[config.mk]
export PLATFORM = sky130hd
export DESIGN_NAME = hazard_control_unit_flat
export DESIGN_NICKNAME = d
export VERILOG_FILES = /design/src/rtl/hazard_pkg.sv /design/src/rtl/hazard_control_unit_if.sv /design/src/rtl/hazard_control_unit_sat_counter.sv /design/src/rtl/hazard_control_unit.sv /design/src/flat_wrapper.sv
export SDC_FILE = /design/constraint.sdc
export NUM_CORES = 1
export LEC_CHECK = 0
export CAP_MARGIN = 20
export CORE_MARGIN = 2
export CORE_UTILIZATION = 47
export CTS_CLUSTER_SIZE = 24
export DETAILED_ROUTE_END_ITERATION = 12
export PLACE_DENSITY_LB_ADDON = 0.05
export SYNTH_ARGS = -nofsm -noshare
export SYNTH_HDL_FRONTEND = slang
export SYNTH_HIERARCHICAL = 1
export SYNTH_SLANG_ARGS = --single-unit
[constraint.sdc]
create_clock -name clk -period 3.4 [get_ports clk]
set_clock_uncertainty 0.05 [all_clocks]
set_input_delay 0.68 -clock clk [delete_from_list [all_inputs] [get_ports clk]]
set_output_delay 0.68 -clock clk [all_outputs]
set_load 0.02 [all_outputs]
[src/rtl/hazard_pkg.sv]
// Shared constants for the hazard control unit: FSM encoding, the hard-wired
// zero register and a constant-friendly ceil(log2) helper.
package hazard_pkg;

   localparam logic [1:0] RUN = 2'd0;
   localparam logic [1:0] MDU = 2'd1;

   localparam logic [4:0] REG_ZERO = 5'd0;

   function automatic int clog2(input int value);
      int result;
      int v;
      result = 0;
      v = value - 1;
      while (v > 0) begin
         result = result + 1;
         v = v >> 1;
      end
      return result;
   endfunction

endpackage

[src/rtl/hazard_control_unit_if.sv]
// Pipeline-side bundle for the hazard control unit. The slave modport is the
// hazard unit itself; the master modport is the pipeline that feeds it.
interface hazard_control_unit_if #(
   parameter int CNT_W = 16
);

   logic             MemRead_id_ex;
   logic             RegWrite_id_ex;
   logic [4:0]       Rd_id_ex;
   logic             MemRead_ex_mem;
   logic [4:0]       Rd_ex_mem;
   logic [4:0]       Rs_if_id;
   logic [4:0]       Rt_if_id;
   logic             uses_rt_if_id;
   logic             branch_id;
   logic             branch_taken_id;
   logic             mdu_start;

   logic             PCWrite;
   logic             IFIDWrite;
   logic             IDEXWrite;
   logic             bubble_id_ex;
   logic             bubble_ex_mem;
   logic             flush_if_id;
   logic             mdu_busy;
   logic [CNT_W-1:0] stall_count;
   logic [CNT_W-1:0] flush_count;
   logic [1:0]       dbg_state;

   modport master (
      output MemRead_id_ex, RegWrite_id_ex, Rd_id_ex, MemRead_ex_mem, Rd_ex_mem,
             Rs_if_id, Rt_if_id, uses_rt_if_id, branch_id, branch_taken_id,
             mdu_start,
      input  PCWrite, IFIDWrite, IDEXWrite, bubble_id_ex, bubble_ex_mem,
             flush_if_id, mdu_busy, stall_count, flush_count, dbg_state
   );

   modport slave (
      input  MemRead_id_ex, RegWrite_id_ex, Rd_id_ex, MemRead_ex_mem, Rd_ex_mem,
             Rs_if_id, Rt_if_id, uses_rt_if_id, branch_id, branch_taken_id,
             mdu_start,
      output PCWrite, IFIDWrite, IDEXWrite, bubble_id_ex, bubble_ex_mem,
             flush_if_id, mdu_busy, stall_count, flush_count, dbg_state
   );

endinterface

[src/rtl/hazard_control_unit_sat_counter.sv]
// Event counter that sticks at all-ones instead of wrapping.
module sat_counter #(
   parameter int CNT_W = 16
) (
   input  logic             clk,
   input  logic             rst,
   input  logic             inc,
   output logic [CNT_W-1:0] count
);

   always_ff @(posedge clk) begin
      if (rst) begin
         count <= '0;
      end else if (inc && (count != {CNT_W{1'b1}})) begin
         count <= count + 1'b1;
      end
   end

endmodule

[src/rtl/hazard_control_unit.sv]
// Stall/flush controller beside ID: load-use and branch-operand stalls,
// taken-branch IF/ID flush and a front-end freeze while mult/div owns EX.
module hazard_control_unit
   import hazard_pkg::*;
#(
   parameter int MDU_LATENCY = 4,
   parameter int CNT_W       = 16
) (
   input logic                  clk,
   input logic                  rst,
   hazard_control_unit_if.slave bus
);

   localparam int CW = (clog2(MDU_LATENCY) < 1) ? 1 : clog2(MDU_LATENCY);

   logic [1:0]    state;
   logic [1:0]    state_next;
   logic [CW-1:0] cnt;
   logic [CW-1:0] cnt_next;

   logic lu;
   logic br;
   logic rd_id_ex_hits;
   logic rd_ex_mem_hits;

   // A branch compares rs and rt in ID, so both are live regardless of uses_rt.
   assign rd_id_ex_hits  = (bus.Rd_id_ex != REG_ZERO) &&
                           ((bus.Rd_id_ex == bus.Rs_if_id) || (bus.Rd_id_ex == bus.Rt_if_id));
   assign rd_ex_mem_hits = (bus.Rd_ex_mem != REG_ZERO) &&
                           ((bus.Rd_ex_mem == bus.Rs_if_id) || (bus.Rd_ex_mem == bus.Rt_if_id));

   assign lu = bus.MemRead_id_ex && (bus.Rd_id_ex != REG_ZERO) &&
               ((bus.Rd_id_ex == bus.Rs_if_id) ||
                (bus.uses_rt_if_id && (bus.Rd_id_ex == bus.Rt_if_id)));

   assign br = bus.branch_id &&
               ((bus.RegWrite_id_ex && rd_id_ex_hits) ||
                (bus.MemRead_ex_mem && rd_ex_mem_hits));

   always_comb begin
      bus.PCWrite       = 1'b1;
      bus.IFIDWrite     = 1'b1;
      bus.IDEXWrite     = 1'b1;
      bus.bubble_id_ex  = 1'b0;
      bus.bubble_ex_mem = 1'b0;
      bus.flush_if_id   = 1'b0;
      bus.mdu_busy      = 1'b0;
      state_next        = state;
      cnt_next          = cnt;

      if (rst) begin
         state_next = RUN;
         cnt_next   = '0;
      end else begin
         case (state)
            RUN: begin
               if (bus.mdu_start) begin
                  // The start cycle is already the first EX cycle of the op.
                  bus.PCWrite   = 1'b0;
                  bus.IFIDWrite = 1'b0;
                  bus.IDEXWrite = 1'b0;
                  state_next    = MDU;
                  cnt_next      = CW'(MDU_LATENCY - 2);
               end else if (lu || br) begin
                  bus.PCWrite      = 1'b0;
                  bus.IFIDWrite    = 1'b0;
                  bus.bubble_id_ex = 1'b1;
               end else if (bus.branch_taken_id) begin
                  bus.flush_if_id = 1'b1;
               end
            end
            MDU: begin
               bus.PCWrite   = 1'b0;
               bus.IFIDWrite = 1'b0;
               bus.IDEXWrite = 1'b0;
               bus.mdu_busy  = 1'b1;
               // Last cycle lets the finished result move on into MEM.
               if (cnt == '0) begin
                  state_next = RUN;
               end else begin
                  bus.bubble_ex_mem = 1'b1;
                  cnt_next          = cnt - 1'b1;
               end
            end
            default: begin
               state_next = RUN;
               cnt_next   = '0;
            end
         endcase
      end
   end

   always_ff @(posedge clk) begin
      if (rst) begin
         state <= RUN;
         cnt   <= '0;
      end else begin
         state <= state_next;
         cnt   <= cnt_next;
      end
   end

   assign bus.dbg_state = state;

   sat_counter #(.CNT_W(CNT_W)) u_stall_count (
      .clk   (clk),
      .rst   (rst),
      .inc   (~bus.PCWrite),
      .count (bus.stall_count)
   );

   sat_counter #(.CNT_W(CNT_W)) u_flush_count (
      .clk   (clk),
      .rst   (rst),
      .inc   (bus.flush_if_id),
      .count (bus.flush_count)
   );

endmodule

[src/flat_wrapper.sv]
// flat-port wrapper written by rule: the top's interface ports become plain ports
module hazard_control_unit_flat import hazard_pkg::*;
#(
   parameter int MDU_LATENCY = 4,
   parameter int CNT_W       = 16
)
  (clk, rst, bus_MemRead_id_ex, bus_RegWrite_id_ex, bus_Rd_id_ex, bus_MemRead_ex_mem, bus_Rd_ex_mem, bus_Rs_if_id, bus_Rt_if_id, bus_uses_rt_if_id, bus_branch_id, bus_branch_taken_id, bus_mdu_start, bus_PCWrite, bus_IFIDWrite, bus_IDEXWrite, bus_bubble_id_ex, bus_bubble_ex_mem, bus_flush_if_id, bus_mdu_busy, bus_stall_count, bus_flush_count, bus_dbg_state);
  hazard_control_unit_if #(.CNT_W(CNT_W)) bus_i ();
  input logic clk;
  input logic rst;
  input wire logic [$bits(bus_i.MemRead_id_ex)-1:0] bus_MemRead_id_ex;
  input wire logic [$bits(bus_i.RegWrite_id_ex)-1:0] bus_RegWrite_id_ex;
  input wire logic [$bits(bus_i.Rd_id_ex)-1:0] bus_Rd_id_ex;
  input wire logic [$bits(bus_i.MemRead_ex_mem)-1:0] bus_MemRead_ex_mem;
  input wire logic [$bits(bus_i.Rd_ex_mem)-1:0] bus_Rd_ex_mem;
  input wire logic [$bits(bus_i.Rs_if_id)-1:0] bus_Rs_if_id;
  input wire logic [$bits(bus_i.Rt_if_id)-1:0] bus_Rt_if_id;
  input wire logic [$bits(bus_i.uses_rt_if_id)-1:0] bus_uses_rt_if_id;
  input wire logic [$bits(bus_i.branch_id)-1:0] bus_branch_id;
  input wire logic [$bits(bus_i.branch_taken_id)-1:0] bus_branch_taken_id;
  input wire logic [$bits(bus_i.mdu_start)-1:0] bus_mdu_start;
  output wire logic [$bits(bus_i.PCWrite)-1:0] bus_PCWrite;
  output wire logic [$bits(bus_i.IFIDWrite)-1:0] bus_IFIDWrite;
  output wire logic [$bits(bus_i.IDEXWrite)-1:0] bus_IDEXWrite;
  output wire logic [$bits(bus_i.bubble_id_ex)-1:0] bus_bubble_id_ex;
  output wire logic [$bits(bus_i.bubble_ex_mem)-1:0] bus_bubble_ex_mem;
  output wire logic [$bits(bus_i.flush_if_id)-1:0] bus_flush_if_id;
  output wire logic [$bits(bus_i.mdu_busy)-1:0] bus_mdu_busy;
  output wire logic [$bits(bus_i.stall_count)-1:0] bus_stall_count;
  output wire logic [$bits(bus_i.flush_count)-1:0] bus_flush_count;
  output wire logic [$bits(bus_i.dbg_state)-1:0] bus_dbg_state;
  assign bus_i.MemRead_id_ex = bus_MemRead_id_ex;
  assign bus_i.RegWrite_id_ex = bus_RegWrite_id_ex;
  assign bus_i.Rd_id_ex = bus_Rd_id_ex;
  assign bus_i.MemRead_ex_mem = bus_MemRead_ex_mem;
  assign bus_i.Rd_ex_mem = bus_Rd_ex_mem;
  assign bus_i.Rs_if_id = bus_Rs_if_id;
  assign bus_i.Rt_if_id = bus_Rt_if_id;
  assign bus_i.uses_rt_if_id = bus_uses_rt_if_id;
  assign bus_i.branch_id = bus_branch_id;
  assign bus_i.branch_taken_id = bus_branch_taken_id;
  assign bus_i.mdu_start = bus_mdu_start;
  assign bus_PCWrite = bus_i.PCWrite;
  assign bus_IFIDWrite = bus_i.IFIDWrite;
  assign bus_IDEXWrite = bus_i.IDEXWrite;
  assign bus_bubble_id_ex = bus_i.bubble_id_ex;
  assign bus_bubble_ex_mem = bus_i.bubble_ex_mem;
  assign bus_flush_if_id = bus_i.flush_if_id;
  assign bus_mdu_busy = bus_i.mdu_busy;
  assign bus_stall_count = bus_i.stall_count;
  assign bus_flush_count = bus_i.flush_count;
  assign bus_dbg_state = bus_i.dbg_state;
  hazard_control_unit #(.MDU_LATENCY(MDU_LATENCY), .CNT_W(CNT_W)) u_core (.clk(clk), .rst(rst), .bus(bus_i));
endmodule
==> summary by stage, run 1 <==
Floorplanning
The number of placement rows is 24. During I/O placement, the number of pins put on the boundary was 70. The floorplan step set the die width to 72.6 um. In this run the standard cell core region covers 4440 sq um. The floorplan step set the die height to 72.6 um.

The floorplan step defined a die boundary enclosing 5270 sq um. The effective utilization at floorplan is 49.7%.

Clocking
The later pin in the worst-skew pair is clocked with a latency of 0.29 ns. The number of buffers added by the clock tree synthesis step is 5. The clock tree synthesis step divided the H-tree into 2 levels. In this run the deepest clock path goes through 2 buffers. The clock tree root driver cell is sky130_fd_sc_hd__clkbuf_8. The quantity of hold-fixing buffers added after cts is 0. CTS saw 35 sinks.

The register clock-pin slew on the reported worst setup and hold paths is 0.08 ns. The buffers inserted during post-CTS setup optimization is 0. TritonCTS built the clock tree.

GRT
The number of antenna violations at the first check in global routing is 0. The via count of the first global-routing pass was 2,144. The first global-routing pass estimated 9360 um of wire. In the global route stage, overall resource usage came out at 22.0%. Entering global routing, the biggest net connects 25 pins.

The total global routing overflow is 0.

Min path
The class of the tightest hold or removal check is register to register.

Synthesis
For this run, the leading register cell type out of synthesis is sky130_fd_sc_hd__dfxtp_1. The instance count of the mapped netlist is 263. For this run, the number of Yosys warnings is 6.

The register bit count reported by yosys is 35. The post-synthesis async set-or-reset flop share is 0%. Counting flops with a built-in enable in the synthesized netlist gives 0. The synthesized netlist occupies a cell area of 2210 sq um. Averaged over all synthesized cells, the footprint is 8.40 sq um. For this run, the register share of the synthesized area comes to 31.7%. The number of distinct standard cells referenced by the synthesized netlist is 47.

The synthesized net count is 295.

Job
Across the run, the number of max-cap violations was 0.

Status
The run finished with clean final reports.

Timing
The worst pin sits at a relative slew slack of 45.3%. Timing would allow up to 301 MHz. The worst hold slack is 0.473 ns. The fraction of the cycle the final worst path needs is 97.8%. The number of pins with negative max-slew slack in the final report is 0. The final-report setup violation count is 0. The minimum clock period is 3.33 ns.

The transition time at the pin with the least slew margin is 0.815 ns. The number of hold-slack violations in the final timing report is 0. Setup repair after global routing left no endpoint under its margin.

Detailed routing
The count of nets left with antenna violations once routing finished came out at 0. The routed layout has 2,309 vias. After detailed routing, the average wire length per cell comes to 14.0 um. The first detailed-routing pass ran for 4 iterations. The first routing iteration left 99 violations. The detailed-route DRC error count is 0. In the routed layout, each cell is associated on average with a via count of 5.74. The routed design has 5650 um of wire.

Critical path
The critical path data required time is 2.67 ns. The nature of the critical path startpoint is an input port. The worst setup path is of the input port to primary output kind. For the worst setup path, the data arrival time is 2.60 ns.

Of all nets on the critical path, the largest fanout is 4. The worst setup path is captured at a primary output.

Final layout
The layout cell share with drive strength beyond 1 is 13.1%. In the layout the commonest cells are sky130_fd_sc_hd__clkdlybuf4s50_1, sky130_fd_sc_hd__dfxtp_1, sky130_fd_sc_hd__a21oi_1, sky130_fd_sc_hd__buf_4, sky130_fd_sc_hd__nor2_1. The most common cell after layout, fill and taps aside is sky130_fd_sc_hd__clkdlybuf4s50_1. The layout overhead on the synthesized area is 43.4%.

The net count of the finished layout is 381. The count of fill cells added during filler insertion is 372. The number of inserted diodes is 0.

Place
The count of input and output buffers is 68. The congestion estimate from routability-driven global placement came to 0.888. The detailed-placement wirelength estimate is 4210 um.

Power
Across the VDD grid, the largest voltage drop is 0.265 mV. The post-layout total power is 953 uW. The power per unit of standard cell area is 301 nW/um^2. For this design the static power due to leakage is 1.11 nW.
path summary, 6_finish.rpt:
path / start / end / slack [ns] / cells past startpoint
max: bus_Rd_id_ex[4] / bus_PCWrite / 0.07 / 7
min: u_core/cnt[0] / u_core/cnt[0] / 0.47 / 2
max reg2reg: u_core/u_flush_count/count[0] / u_core/u_flush_count/count[11] / 1.32 / 5
min reg2reg: u_core/cnt[0] / u_core/cnt[0] / 0.47 / 2
synth_stat cells, drive strengths merged (2+ instances only):
library cell / count / area share, %
dfxtp: 35 / 32
a21oi: 22 / 5.0
nor2: 21 / 3.6
xor2: 20 / 7.9
or4: 16 / 5.4
nand2: 14 / 2.6
nor3: 14 / 3.4
nand3: 12 / 2.7
o31ai: 12 / 4.1
inv: 8 / 1.4
nand4: 8 / 3.6
o21ai: 8 / 1.8
nor4: 7 / 3.6
and4: 6 / 2.4
buf: 6 / 1.5
nor2b: 6 / 1.7
or3: 6 / 1.7
clkbuf: 5 / 0.85
xnor2: 4 / 1.6
ha: 3 / 1.7
mux2: 3 / 1.5
a21o: 2 / 0.68
a22oi: 2 / 0.91
and3: 2 / 0.57
mux2i: 2 / 0.91
nand3b: 2 / 0.68
nor4bb: 2 / 0.91
o21a: 2 / 0.68
o311ai: 2 / 0.79
o41ai: 2 / 0.79
final cells by class:
type | instances | area (sq um) | share of cell area (%)
clock inverter | 3 | 43.8 | 1.38
timing repair buffer | 90 | 833 | 26.3
inverter | 8 | 30.0 | 0.947
sequential | 35 | 701 | 22.1
multi-input combinational | 209 | 1430 | 45.0
clock buffer | 5 | 68.8 | 2.17
tap | 52 | 65.1 | 2.05
sequential cells by signal (all words and copies together), names as in the netlist:
register,cells
u_core/bus.dbg_state,1
u_core/cnt,2
u_core/u_flush_count/count,16
u_core/u_stall_count/count,16
power by group:
group | switching [mW] | internal [mW]
sequential | 0.00673 | 0.415
combinational | 0.0705 | 0.0813
clock | 0.161 | 0.218
critical path, cell delays in order:
cell	delay, ns
sky130_fd_sc_hd__clkdlybuf4s50_1	0.48
sky130_fd_sc_hd__xor2_1	0.21
sky130_fd_sc_hd__nor3_2	0.18
sky130_fd_sc_hd__a31oi_1	0.10
sky130_fd_sc_hd__o32a_2	0.43
sky130_fd_sc_hd__a21o_1	0.20
sky130_fd_sc_hd__dlygate4sd2_1	0.32
what timing repair did:
item	CTS	global route
resized for setup	4	5
setup endpoints to repair	4	2
pin swaps	0	0
per-layer routing:
metal	wire [um]	vias to the layer above	GRT usage [%]
met2	2860	56	39.0
met3	245	10	5.28
met1	2450	1076	26.4
met5	0	-	0
met4	89	0	5.76
li1	-	1167	-
metrics by stage:
stage          cells  setup WS (ns)  area (sq um)  utilization [%]  setup TNS [ns]
6_report         402         0.0749          3170             71.3               0
5_1_grt          402       0.000865          3170             71.3               0
4_1_cts          402         0.0304          3180             71.5               0
3_5_place_dp     394         -0.198          3070             69.1          -0.685
3_3_place_gp     394         -0.170          3070             69.1          -0.568
2_1_floorplan    263          0.449          2210                -               0
cell families after synthesis:
kind of cell,count (synthesis),share of synthesized area [%]
buffers and inverters,19,3.68
adders and majority gates,3,1.70
and+or+nand+nor,119,34.0
DFF,35,31.7
xor gates and xnor gates,24,9.51
AOI/OAI and AO/OA,57,16.8
muxes,5,2.43
other,1,0.170
Power figures use the tool's default switching activity.
==> run 2, diff against run 1 <==
--- a/config.mk
+++ b/config.mk
@@ -15,3 +15,4 @@
 export SYNTH_HDL_FRONTEND = slang
 export SYNTH_HIERARCHICAL = 1
 export SYNTH_SLANG_ARGS = --single-unit
+export TNS_END_PERCENT = 5
==> constraint.sdc (replaced) <==
create_clock -name clk -period 3.4 [get_ports clk]
set_clock_uncertainty 0.05 [all_clocks]
set_input_delay 0.68 -clock clk [delete_from_list [all_inputs] [get_ports clk]]
set_output_delay 0.68 -clock clk [all_outputs]
set_load 0.005 [all_outputs]
==> summary by stage, run 2 (synthesis results as in run 1) <==
Status
The flow ran to the end, and the final reports show no timing, DRC or antenna violations.

Critical path
The critical register-to-register path endpoint is u_core/u_flush_count/count[11]. The critical path data required time is 2.67 ns (about the same). The category of the critical setup timing path is input port to primary output.

The origin of the critical flop-to-flop path is u_core/u_flush_count/count[0]. The worst setup path is launched from an input port. The path depth of the worst reg2reg path is 5 (unchanged). The end point of the critical path is bus_flush_if_id. The highest fanout seen on the critical path was 4 (unchanged). The worst path arrival time came to 2.52 ns (-0.08 ns). In this run the worst setup path begins at bus_Rd_id_ex[3].

The worst setup path is captured at a primary output. The slack of the worst reg-to-reg path is 1.32 ns (about the same).

Detailed routing
The count of vias placed by the detailed router was 2,276 (-1.4%). The initial DRC count is 99 (unchanged). The detailed-route DRC error count came to 0 (unchanged).

The via density per instance came to 5.72 (-0.44%). The number of antenna-violating nets in the routed design is 0 (unchanged). The detailed-routing iteration count for the pre-antenna-repair pass is 4 (unchanged). The total routed wirelength is 5490 um (-2.8%). The routed wire length per instance is 13.8 um (-1.8%).

Clocking
In this run the clock root is driven by a sky130_fd_sc_hd__clkbuf_8. The number of buffers added by the clock tree synthesis step is 5 (unchanged). TritonCTS built the clock tree.

The total number of clock tree sinks is 35 (unchanged). The clock latency on the worst-skew pair came to 0.28 ns (about the same). The maximum level of the CTS H-tree was 2 (unchanged).

The register clock-pin slew on the reported worst setup and hold paths is 0.07 ns (about the same). The maximum root-to-sink buffer count is 2 (unchanged). The buffers inserted during post-CTS setup optimization is 0 (unchanged).

Final layout
The count of fill cells added during filler insertion is 374 (+0.54%). The number of inserted diodes is 0 (unchanged). The most common cell after layout, fill and taps aside is sky130_fd_sc_hd__clkdlybuf4s50_1. The layout overhead on the synthesized area is 43.7%. The multi-input gate area in the final layout is 1460 sq um (+2.1%).

The largest registers in the layout are u_core/u_flush_count/count: 16 flops, u_core/u_stall_count/count: 16 flops, u_core/cnt: 2 flops. The final cell utilization of the core is 71.5% (+0.14 points). The area occupied by registers is 701 sq um (unchanged). The net count of the finished layout is 377 (-1.0%). The library cells used most frequently in the layout, excluding fill and tap cells, are sky130_fd_sc_hd__clkdlybuf4s50_1, sky130_fd_sc_hd__dfxtp_1, sky130_fd_sc_hd__a21oi_1. The layout cell share with drive strength beyond 1 is 12.7% (-0.43 points).

The final instance area was 3180 sq um (+0.20%).

Timing
The worst setup margin came to 0.155 ns (+0.0798 ns). Setup repair after global routing left no endpoint under its margin. The minimum clock period is 3.25 ns (-0.0798 ns). The number of pins with negative max-slew slack in the final report is 0 (unchanged). The worst hold slack is 0.472 ns (-0.000951 ns). The maximum clock rate is 308 MHz (+2.5%). The fraction of the cycle the final worst path needs came to 95.5% (-2.3 points). The final-report setup violation count came to 0 (unchanged). The number of hold-slack violations in the final timing report came to 0 (unchanged).

The worst-case headroom to the max-slew limit is 47.1% (+1.8 points). The transition time at the pin with the least slew margin was 0.788 ns (-0.0267 ns).

Power
The post-layout total power came to 901 uW (-5.5%). The power per unit of standard cell area came to 284 nW/um^2 (-5.7%). The worst voltage drop across the vdd grid was 0.216 mV (-18%). The leakage power of the design was 1.13 nW (+1.0%).

Place
The last weighted congestion value of the routability-driven placer came to 0.852 (-4.1%). The pre-CTS worst setup slack was -0.0886 ns (+0.109 ns). The detailed-placement wirelength estimate is 4050 um (-3.9%). The count of input and output buffers is 68 (unchanged). The total placed instance area is 3040 sq um (-0.98%).

Floorplanning
The number of placement rows is 24 (unchanged). The overall die width is 72.6 um (unchanged). The effective utilization at floorplan is 49.7% (unchanged). The number of primary I/O pins came to 70 (unchanged). The die area was 5270 sq um (unchanged). The core outline area is 4440 sq um (unchanged). The vertical die dimension is 72.6 um (unchanged).

GRT
The via count of the first global-routing pass is 1,963 (-8.4%). The total routing resource utilization after global routing is 20.6% (-1.4 points). The wire length of the first global-routing pass is 8760 um (-6.4%). The total global routing overflow was 0 (unchanged). The maximum number of pins on one net before global-route repair came to 29 (+16%). The number of antenna violations at the first check in global routing is 0 (unchanged).

Job
The max-capacitance violation count is 0 (unchanged).

Min path
The class of the tightest hold or removal check is register to register.
run 2: metal layers:
layer  routed length (um)  GRT usage, %
met5                    0             0
met4                   74          5.56
met3                  225          3.89
met2                 2630          35.8
met1                 2560          26.1
run 2: worst min path at each step:
stage	start	end	slack (ns)	cells past startpoint
after global routing	u_core/u_flush_count/count[0]	u_core/u_flush_count/count[0]	0.51	2
after global placement	u_core/cnt[0]	u_core/cnt[0]	0.45	2
final	u_core/cnt[0]	u_core/cnt[0]	0.47	2
after floorplan	u_core/cnt[0]	u_core/cnt[0]	0.43	2
after CTS	u_core/cnt[0]	u_core/cnt[0]	0.48	2
after detailed placement	u_core/cnt[0]	u_core/cnt[0]	0.46	2
run 2: power by group:
group          total, mW  internal [mW]  leakage (nW)  switching (mW)
Sequential         0.422          0.415         0.283         0.00631
Combinational      0.143         0.0804         0.792          0.0630
Clock              0.336          0.184        0.0505           0.152
Total              0.901          0.680          1.13           0.221
run 2: repair_timing:
action	in CTS	in global routing
gates cloned	0	0
pin swaps	1	0
setup endpoints to repair	4	2
hold buffers	0	0
gates resized for setup	6	6
run 2: metrics by stage:
step	setup TNS (ns)	cells
2_1_floorplan	0	263
3_3_place_gp	-0.165	390
3_5_place_dp	-0.298	390
4_1_cts	0	398
5_1_grt	0	398
6_report	0	398
run 2: critical path, cell delays in order:
cell                              delay, ns
sky130_fd_sc_hd__clkdlybuf4s50_1       0.49
sky130_fd_sc_hd__xor2_1                0.22
sky130_fd_sc_hd__nor2_1                0.12
sky130_fd_sc_hd__a31oi_1               0.10
sky130_fd_sc_hd__o32a_4                0.41
sky130_fd_sc_hd__and4b_1               0.22
sky130_fd_sc_hd__dlygate4sd2_1         0.28
run 2: layout make-up:
cell class                      count  area share [%]
Clock buffer                        7            3.03
Clock inverter                      1           0.236
Inverter                            8           0.946
Multi-Input combinational cell    209            45.9
Sequential cell                    35            22.1
Tap cell                           52            2.05
Timing Repair Buffer               86            25.8
==> edit: new RTL, flow settings as in run 1 <==
The package constant `REG_ZERO` goes from 5'd0 to 5'd1.
--- a/src/rtl/hazard_pkg.sv
+++ b/src/rtl/hazard_pkg.sv
@@ -5,7 +5,7 @@
    localparam logic [1:0] RUN = 2'd0;
    localparam logic [1:0] MDU = 2'd1;
 
-   localparam logic [4:0] REG_ZERO = 5'd0;
+   localparam logic [4:0] REG_ZERO = 5'd1;
 
    function automatic int clog2(input int value);
       int result;
Function: changed (Yosys sat finds a counterexample within 4 cycles, from zero or initial values and one cycle with rst high).
==> edit against run 1 <==
- sequential cell count unchanged
- worst setup slack improved by 0.028 ns
- design area fell by 0.43%
- via count is 0.52% lower
- total power is 4.9% lower
- synthesized area fell by 0.57%
- fmax grew 0.84%
- non-clock buffer count unchanged
- routed wire length grew 2.4%
- critical path type unchanged
- critical endpoint is now bus_IFIDWrite
==> edit: results (changes against run 1) <==
status: "finished, final reports clean"  # unchanged
post-place-ws_ns: -0.254  # was -0.198 ns
crit_end: "bus_IFIDWrite"  # was bus_PCWrite
synth_fp_nets: 293  # was 295
crit_arrival_ns: 2.57  # was 2.60 ns
synth.area.top_cells: "dfxtp_1 32%, xor2_1 8.0%, a21oi_1 5.5%, or4_1 4.8%, o31ai_1 4.1%"  # was dfxtp_1 32%, xor2_1 7.9%, or4_1 5.4%, a21oi_1 5.0%, o31ai_1 4.1%
nonClkBufAreaFrac_pct: 26.6  # was 26.3%
multi_input_cells: 207  # was 209
hpwl_um: 4140  # was 4210 um
nClkBuffers: 7  # was 5
comb_power_share_pct: 16.5  # was 15.9%
grt_pass1_vias: 2042  # was 2144
seqPwrFrac_pct: 46.6  # was 44.3%
r2r_start: "u_core/bus.dbg_state[0]$_SDFFE_PP0P_"  # was u_core/u_flush_count/count[0]$_SDFFE_PP0P_
synthMuxAreaShare_pct: 2.45  # was 2.43%
yosysSeqAreaShare_pct: 31.9  # was 31.7%
synth_fa_ha_area_share_pct: 1.71  # was 1.70%
multi_input_area_sq_um: 1420  # was 1430 sq um
irDropWorstVdd_uv: 211  # was 265 uV
met3_usage_pct: 4.31  # was 5.28%
grt_pass1_wl_um: 9280  # was 9360 um
synthCells: 261  # was 263
grt_usage_pct: 21.9  # was 22.0%
p_leak_nw: 1.10  # was 1.11 nW
wl_per_cell_um: 14.5  # was 14.0 um
critPathLaunch: "bus_Rt_if_id[4]"  # was bus_Rd_id_ex[4]
reg2reg_slack_ns: 1.27  # was 1.32 ns
hp-start: "u_core/u_stall_count/count[15]$_SDFFE_PP0P_"  # was u_core/cnt[0]$_SDFFE_PP0P_
ys_top_cells_by_count: "35 x dfxtp_1, 24 x a21oi_1, 20 x xor2_1, 19 x nor2_1, 14 x or4_1"  # was 35 x dfxtp_1, 22 x a21oi_1, 21 x nor2_1, 20 x xor2_1, 16 x or4_1
vias: 2297  # was 2309
synth-compound-area-share_pct: 16.2  # was 16.8%
met1_usage_pct: 28.2  # was 26.4%
clk_share_pct: 3.29  # was 3.55%
p_int_uw: 680  # was 715 uW
nNetsFinal: 379  # was 381
edit: changes by cell type in the layout (fill, tap and decap cells not counted), moves of 2 or more:
cell	delta
a21oi_1	+2
clkbuf_8	+2
clkdlybuf4s15_1	+3
dlygate4sd2_1	-2
nor2_1	-2
nor3_1	-2
or4_1	-2
edit: metrics by stage:
stage / total power [mW] / hold WS [ns] / util, % / instance area [sq um]
5_1_grt: 0.943 / 0.508 / 71.5 / 3160
4_1_cts: 0.915 / 0.482 / 71.5 / 3160
3_5_place_dp: 0.581 / 0.467 / 69.2 / 3060
3_3_place_gp: 0.580 / 0.447 / 69.2 / 3060
6_report: 0.907 / 0.482 / 71.5 / 3160
2_1_floorplan: 0.500 / 0.430 / - / 2200
edit: layer usage:
metal	share of wire [%]	routed length, um
met5	0	0
met4	1.6	93
met2	47	2710
met1	46	2640
met3	5.7	328
edit: kinds of logic after synthesis:
family / count (synthesis)
fa+ha+maj: 3
compound gates: 57
mux: 5
xor+xnor: 24
buf+inv: 19
simple gates: 117
flops: 35
other cells: 1
